--- config.mk ---
export PLATFORM = sky130hd
export DESIGN_NAME = calc_operand_loader
export DESIGN_NICKNAME = d
export VERILOG_FILES = /design/src/rtl/calc_operand_loader.sv
export SDC_FILE = /design/constraint.sdc
export NUM_CORES = 1
export LEC_CHECK = 0
export CORE_UTILIZATION = 49
export DETAILED_ROUTE_END_ITERATION = 10
export MAX_ROUTING_LAYER = met4
export PLACE_DENSITY = 0.74
export RECOVER_POWER = 100
export SLEW_MARGIN = 20
export SYNTH_ARGS = -nofsm -noshare
export SYNTH_HDL_FRONTEND = slang
export SYNTH_SLANG_ARGS = --single-unit
--- constraint.sdc ---
create_clock -name CLOCK_50 -period 1.6 [get_ports CLOCK_50]
set_clock_uncertainty 0.2 [all_clocks]
set_input_delay 0.24 -clock CLOCK_50 [delete_from_list [all_inputs] [get_ports CLOCK_50]]
set_output_delay 0.24 -clock CLOCK_50 [all_outputs]
set_load 0.02 [all_outputs]
--- src/rtl/calc_operand_loader.sv ---
// Operand-entry front end: synchronizes and debounces ENTER, then captures two
// successive SW values as operands A and B for the downstream adder.
module calc_operand_loader #(
  parameter int DEBOUNCE_CYCLES = 500000,
  parameter int WIDTH           = 4
) (
  input  logic             CLOCK_50,
  input  logic [1:0]       KEY,
  input  logic [WIDTH-1:0] SW,
  output logic [WIDTH-1:0] op_a,
  output logic [WIDTH-1:0] op_b,
  output logic             operands_valid,
  output logic             pair_strobe,
  output logic [1:0]       state_led
);

  localparam int CNT_W = (DEBOUNCE_CYCLES > 1) ? $clog2(DEBOUNCE_CYCLES) : 1;
  localparam logic [CNT_W-1:0] CNT_MAX = CNT_W'(DEBOUNCE_CYCLES - 1);

  typedef enum logic [1:0] {
    WAIT_A = 2'b00,
    WAIT_B = 2'b01,
    READY  = 2'b10
  } state_e;

  logic             rst_n;
  logic [1:0]       sync_q;
  logic             btn_sync;
  logic             db_q, db_d;
  logic             db_dly_q;
  logic [CNT_W-1:0] cnt_q, cnt_d;
  logic             press;

  state_e           state_q;
  logic [WIDTH-1:0] op_a_q, op_b_q;
  logic             valid_q, strobe_q;

  assign rst_n    = KEY[1];
  assign btn_sync = sync_q[1];

  // Everything resets to "pressed" so a button held through reset is ignored.
  always_ff @(posedge CLOCK_50) begin
    if (!rst_n) begin
      sync_q   <= 2'b11;
      db_q     <= 1'b1;
      db_dly_q <= 1'b1;
      cnt_q    <= '0;
    end else begin
      sync_q   <= {sync_q[0], ~KEY[0]};
      db_q     <= db_d;
      db_dly_q <= db_q;
      cnt_q    <= cnt_d;
    end
  end

  always_comb begin
    db_d  = db_q;
    cnt_d = '0;
    if (btn_sync != db_q) begin
      if (cnt_q == CNT_MAX) db_d  = btn_sync;
      else                  cnt_d = cnt_q + 1'b1;
    end
  end

  // Only the debounced rising edge counts; release produces nothing.
  assign press = db_q & ~db_dly_q;

  always_ff @(posedge CLOCK_50) begin
    if (!rst_n) begin
      state_q  <= WAIT_A;
      op_a_q   <= '0;
      op_b_q   <= '0;
      valid_q  <= 1'b0;
      strobe_q <= 1'b0;
    end else begin
      strobe_q <= 1'b0;
      case (state_q)
        WAIT_A: if (press) begin
          op_a_q  <= SW;
          state_q <= WAIT_B;
        end
        WAIT_B: if (press) begin
          op_b_q   <= SW;
          valid_q  <= 1'b1;
          strobe_q <= 1'b1;
          state_q  <= READY;
        end
        READY: if (press) begin
          op_a_q  <= SW;
          op_b_q  <= '0;
          valid_q <= 1'b0;
          state_q <= WAIT_B;
        end
        default: state_q <= WAIT_A;
      endcase
    end
  end

  assign op_a           = op_a_q;
  assign op_b           = op_b_q;
  assign operands_valid = valid_q;
  assign pair_strobe    = strobe_q;
  assign state_led      = state_q;

endmodule

---- After elaboration in Yosys (flattened, before gate mapping) ----
Cells that the tools add are included.
operators by class
  add/subtract/negate cells ............... 1
  equality and inequality tests ........... 7
  mux-type cells .......................... 10
  bitwise gates (word level) .............. 5
  reductions and logical operators ........ 9
operators with widths
  kind                                            number
  adder 19 x 1 -> 19 bit (second input constant)  1
  == test 19 bit (second input constant)          1
  two-way mux 4 bit                               2
  case mux 4 bit (2 select lines)                 1
  AND reduction 2 bit                             4
  two-way mux 2 bit                               2
  != test 2 bit (second input constant)           2
  inverter 1 bit                                  4
  case mux 2 bit (2 select lines)                 1
  two-way mux 1 bit                               3
  AND reduction 3 bit                             1
  OR reduction 3 bit                              1
  == test 2 x 1 -> 1 bit (second input constant)  1
  == test 2 bit (second input constant)           1
  logical NOT 2 bit                               1
  != test 2 x 1 -> 1 bit (second input constant)  1
  case mux 1 bit (2 select lines)                 1
  nonzero test 2 bit                              1
  OR reduction 2 bit                              1
  AND 1 bit                                       1
  != test 1 bit                                   1
word-level totals
  register bits ........................... 35

---- Depth between registers and ports, before layout ----
  word-level depth ........................ 4
  depth in mapped cells ................... 5
  depth with buffers taken out ............ 5

---- Worst setup path after synthesis ----
Ideal clock, no wire load.
  path kind ............................... reg2reg
  start ................................... register cnt_q[0]
  end ..................................... register cnt_q[18]
  library setup time ...................... 0.119 ns
  arrival ................................. 1.389 ns
  required time ........................... 1.281 ns
  path slack .............................. -0.108 ns
  cell stages (with the launch flop) ...... 6
  buffers on the path ..................... 0
  clock period less this slack ............ 1.708 ns
  path through ............................ dfxtp_1 -> ha_1 -> nand4_4 -> nor4_4 -> and3_1 -> nor3_1
on the way
  cells in the longest elaborated chain, start to end .. 2
  elaborated cells between the ends (all ways) .. 3
ends and longest elaborated chain
  what                                                                            line  RTL
  start, declared                                                                 31    logic [CNT_W-1:0] cnt_q, cnt_d;
  start signal, assigned                                                          52    cnt_q <= cnt_d;
  parallel branches: the longest is 2 deep, another holds adder 19 x 1 -> 19 bit  n/a
Parallel ways; which one is timed is not known.
A chain may end at the register's enable or synchronous reset.

---- Worst setup path after layout ----
  start ................................... register cnt_q[11]
  end ..................................... register cnt_q[10]
on the way
  cells in the longest elaborated chain, start to end .. 2
ends and longest elaborated chain
  what                                 line  RTL
  == test 19 bit                       60    if (cnt_q == CNT_MAX) db_d = btn_sync;
  OR reduction 3 bit (no source line)  n/a
No other way between the ends.

==> metrics.md <==
| Metric | Value |
|---|---|
| Status | finished clean |
| Pint | approximately 1.2 mW |
| Total global routing track utilization | 0.235 |
| Initial Util | 0.517 |
| Drt first pass iters | 4 |
| Max Cap Viol | 0 |
| Syn. warnings | 0 |
| Post-synthesis async set-or-reset flop share | 0 |
| Number of remaining DRC errors | 0 |
| Leakage | 0.825 nW |
| Area contributors post-synth | dfxtp_1 45%, xnor2_1 6.7%, nor2_1 4.8%, nor2b_1 4.4%, nor4_4 2.7% |
| DRT iter0 DRCs | 59 |
| Power, Total | 1.55 mW |
| Post-synthesis sequential area ratio | 0.448 |
| Largest buffer count on any clock path | 2 |
| CP Launch Type | register |
| Class of the most critical setup path | reg2reg |
| # clock sinks | 35 |
| Via count | 1314 |
| Switching share of total power | 0.212 |
| Drt via density | ~5.1 |
| Synth Area in Compound Gates | 0.0936 |
| Max IR drop VDD | 0.000703 V |
| Sequential share of power | 0.562 |
| Setup total negative slack | 0 ps |
| Post-synth top flop | dfxtp_1 |
| FF-to-FF path depth | 5 |
| Total Die Area | roughly 3400 sq um |
| Initial antenna violation count | 0 |
| Antenna Cells | 0 |
| H-tree levels | 2 |
| Nets | 219 |
| Routability cong. | 0.874 |
| PD cells | 723 nW/um^2 |
| Worst-Margin Slew | 421 ps |
| Die W | 58.5 um |
| Hold Crit Depth | 2 |
| Hold crit path type | in2reg |
| WHS Endpoint | sync_q[0] |
| Final Cycle Share | 0.987 |
| Post-synth EDFFs | 0 |
| Largest family of logic cells by synthesized area | simple AND/OR/NAND/NOR gates |
| Synthesized area | 1560 sq um |
| Area delta synth->final | 37.0% |
| Die height | 58.5 um |
| Final wirelength | 3.40 mm |
| Clock transition at path regs | 110 ps |
| Crit path required time | ~1600 ps |
| I/O pin total | 19 |
| Hold WS | 172 ps |
| Synth Area in Adders | 0.00800 |
| PortBufs | 18 |
| Worst skew pair latency | between 300 and 400 ps |
| R2R Setup Slk | 20 ps |
| Layout cells sized above 1 | 0.316 |
| Power share of the combinational group | 0.026 |
| Routed wire per std cell | 13.3 um |
| Seq cells post-synth | 35 |
| Place WS | -74.2 ps |
| Core box area | 3030 sq um |
| Post-DP HPWL | 2.46 mm |
| Switching pwr | approximately 0.33 mW |
| Syn Area/Cell | 9.65 sq um |
| Max FO, Critical Path | 18 |
| Endpoints failing hold | 0 |
| Std cell rows | 20 |
| PnR worst setup slack | roughly 21 ps |
| XOR/XNOR Fraction of Synth Area | 0.0896 |
| Largest net degree at the start of global routing | 19 |
| R2R Path Start | cnt_q[11] |
| Arrival time worst endpoint | 1620 ps |
| Total CTS buffers | 5 |
| Vias in the first global route | 1249 |
| Post-synthesis mux area share | 0.0256 |
| Slew Limit Fails | 0 |
| Synth Net Count | 170 |
| Peak Freq | 633 MHz |
| Post-Synth Simple-Gate Area | 0.305 |
| First-pass GRT wire length | roughly 5.8 mm |
| Hold wc startpoint | KEY[0] |
| Relative slew slack | 0.716 |
| Post-DRT Antenna Nets | 0 |
| Root Buffer | clkbuf_4 |
| CTS tree | yes |
| Leading area contributor after synthesis | dfxtp_1 |
| Post-synthesis cell count | 162 |
| Fin crit period | 1580 ps |
| Yosys cell types | 38 |
| Endpoint class of the critical path | register |
| Area share of the largest cell type after synthesis | 0.448 |
| Clk pwr share | 0.412 |
| Reg2reg end | cnt_q[10] |
| Final setup viols | 0 |
| RSZ-0062 raised after global routing | true |
| Fin util | 0.708 |
| Remaining global-route overflow | 0 |
-- stage by stage --
| step | std cells | area (sq um) |
|---|---|---|
| 2_1_floorplan | 162 | 1570 |
| 3_3_place_gp | 246 | 1990 |
| 3_5_place_dp | 246 | 1990 |
| 4_1_cts | 256 | 2090 |
| 5_1_grt | 256 | 2140 |
| 6_report | 256 | 2140 |
-- routing by layer --
metal	global-route usage	wire, um
met1	0.304	1570
met5	-	0
met3	0.0791	142
met4	0.0816	53
met2	0.343	1640
-- cells in the final DEF (no fill, tap or decap), types with 2 or more instances in the layout --
| master | netlist | layout |
|---|---|---|
| dlygate4sd2_1 | 0 | 12 |
| nand3_1 | 7 | 6 |
| nor3b_1 | 3 | 3 |
| nand2_1 | 8 | 8 |
| xnor2_1 | 12 | 12 |
| nor2b_1 | 11 | 10 |
| xor2_1 | 4 | 4 |
| and3_1 | 3 | 3 |
| mux2i_1 | 4 | 4 |
| dfxtp_4 | 0 | 3 |
| buf_4 | 0 | 29 |
| clkbuf_4 | 0 | 5 |
| a22o_1 | 4 | 4 |
| nor4_4 | 2 | 2 |
| nand4_1 | 5 | 5 |
| dfxtp_1 | 35 | 22 |
| nor3_1 | 6 | 5 |
| a21oi_1 | 2 | 2 |
| o21ai_0 | 3 | 2 |
| nand2b_1 | 2 | 2 |
| dfxtp_2 | 0 | 10 |
| and2_1 | 2 | 2 |
| clkdlybuf4s50_1 | 0 | 6 |
| a22oi_1 | 4 | 4 |
| nor2_1 | 20 | 19 |
| inv_1 | 4 | 4 |
-- power by group through the flow --
stage / registers (mW) / logic [mW] / clock network, mW
4_1_cts: 0.876 / 0.0402 / 0.656
2_1_floorplan: 0.895 / 0.0137 / 0
6_report: 0.871 / 0.0404 / 0.639
3_3_place_gp: 0.895 / 0.0393 / 0
5_1_grt: 0.872 / 0.0430 / 0.706
3_5_place_dp: 0.895 / 0.0401 / 0
-- synth_stat cells, types with 2 or more instances --
| cell type | n |
|---|---|
| nand2_1 | 8 |
| mux2i_1 | 4 |
| nor2b_1 | 11 |
| nor3b_1 | 3 |
| a22oi_1 | 4 |
| nor2_1 | 20 |
| nor3_1 | 6 |
| clkbuf_1 | 3 |
| nand3_1 | 7 |
| xnor2_1 | 12 |
| a21oi_1 | 2 |
| dfxtp_1 | 35 |
| nor4_4 | 2 |
| inv_1 | 4 |
| and2_1 | 2 |
| xor2_1 | 4 |
| and3_1 | 3 |
| a22o_1 | 4 |
| nand4_1 | 5 |
| nand2b_1 | 2 |
| o21ai_0 | 3 |
| buf_2 | 2 |
-- cells by family after synthesis --
kind of cell               after synthesis
and+or+nand+nor                         77
xor gates and xnor gates                16
buffers and inverters                   10
adders and majority gates                1
muxes                                    4
DFF                                     35
AOI/OAI and AO/OA                       19
-- worst max-delay path by stage --
stage | startpoint | end | cells past startpoint
after CTS | cnt_q[11] | cnt_q[18] | 5
after global routing | cnt_q[11] | db_q | 5
after detailed placement | cnt_q[10] | db_q | 5
final | cnt_q[11] | cnt_q[10] | 5
after global placement | cnt_q[10] | db_q | 5
after floorplan | cnt_q[12] | cnt_q[16] | 5
-- registers in the layout (all words and copies together), names as in the netlist --
name            flops
sync_q              2
db_q                1
op_b                4
pair_strobe         1
operands_valid      1
state_led           2
cnt_q              19
db_dly_q            1
op_a                4
-- critical path, stage by stage, from the launching register on --
cell and delay (ps):
dfxtp_4 370, nor4b_4 280, nand4_1 210, o21ai_4 200
buf_12 170, nor2_1 50
-- timing repair --
action | in CTS | in global routing
pin swaps | 4 | 3
hold endpoints to repair | 0 | 0
hold buffers | 0 | 0
gates resized for setup | 19 | 18
setup buffers | 2 | 0
setup endpoints to repair | 32 | 26
-- layout make-up --
type | count | area [sq um]
repair buffers | 48 | 403
flip-flops and latches | 35 | 724
well taps | 44 | 55.1
inverters | 4 | 15.0
multi-input cells | 117 | 865
clock inverters | 3 | 43.8
clock buffers | 5 | 37.5
fillers | 254 | 885
(Power assumes the default switching activity.)
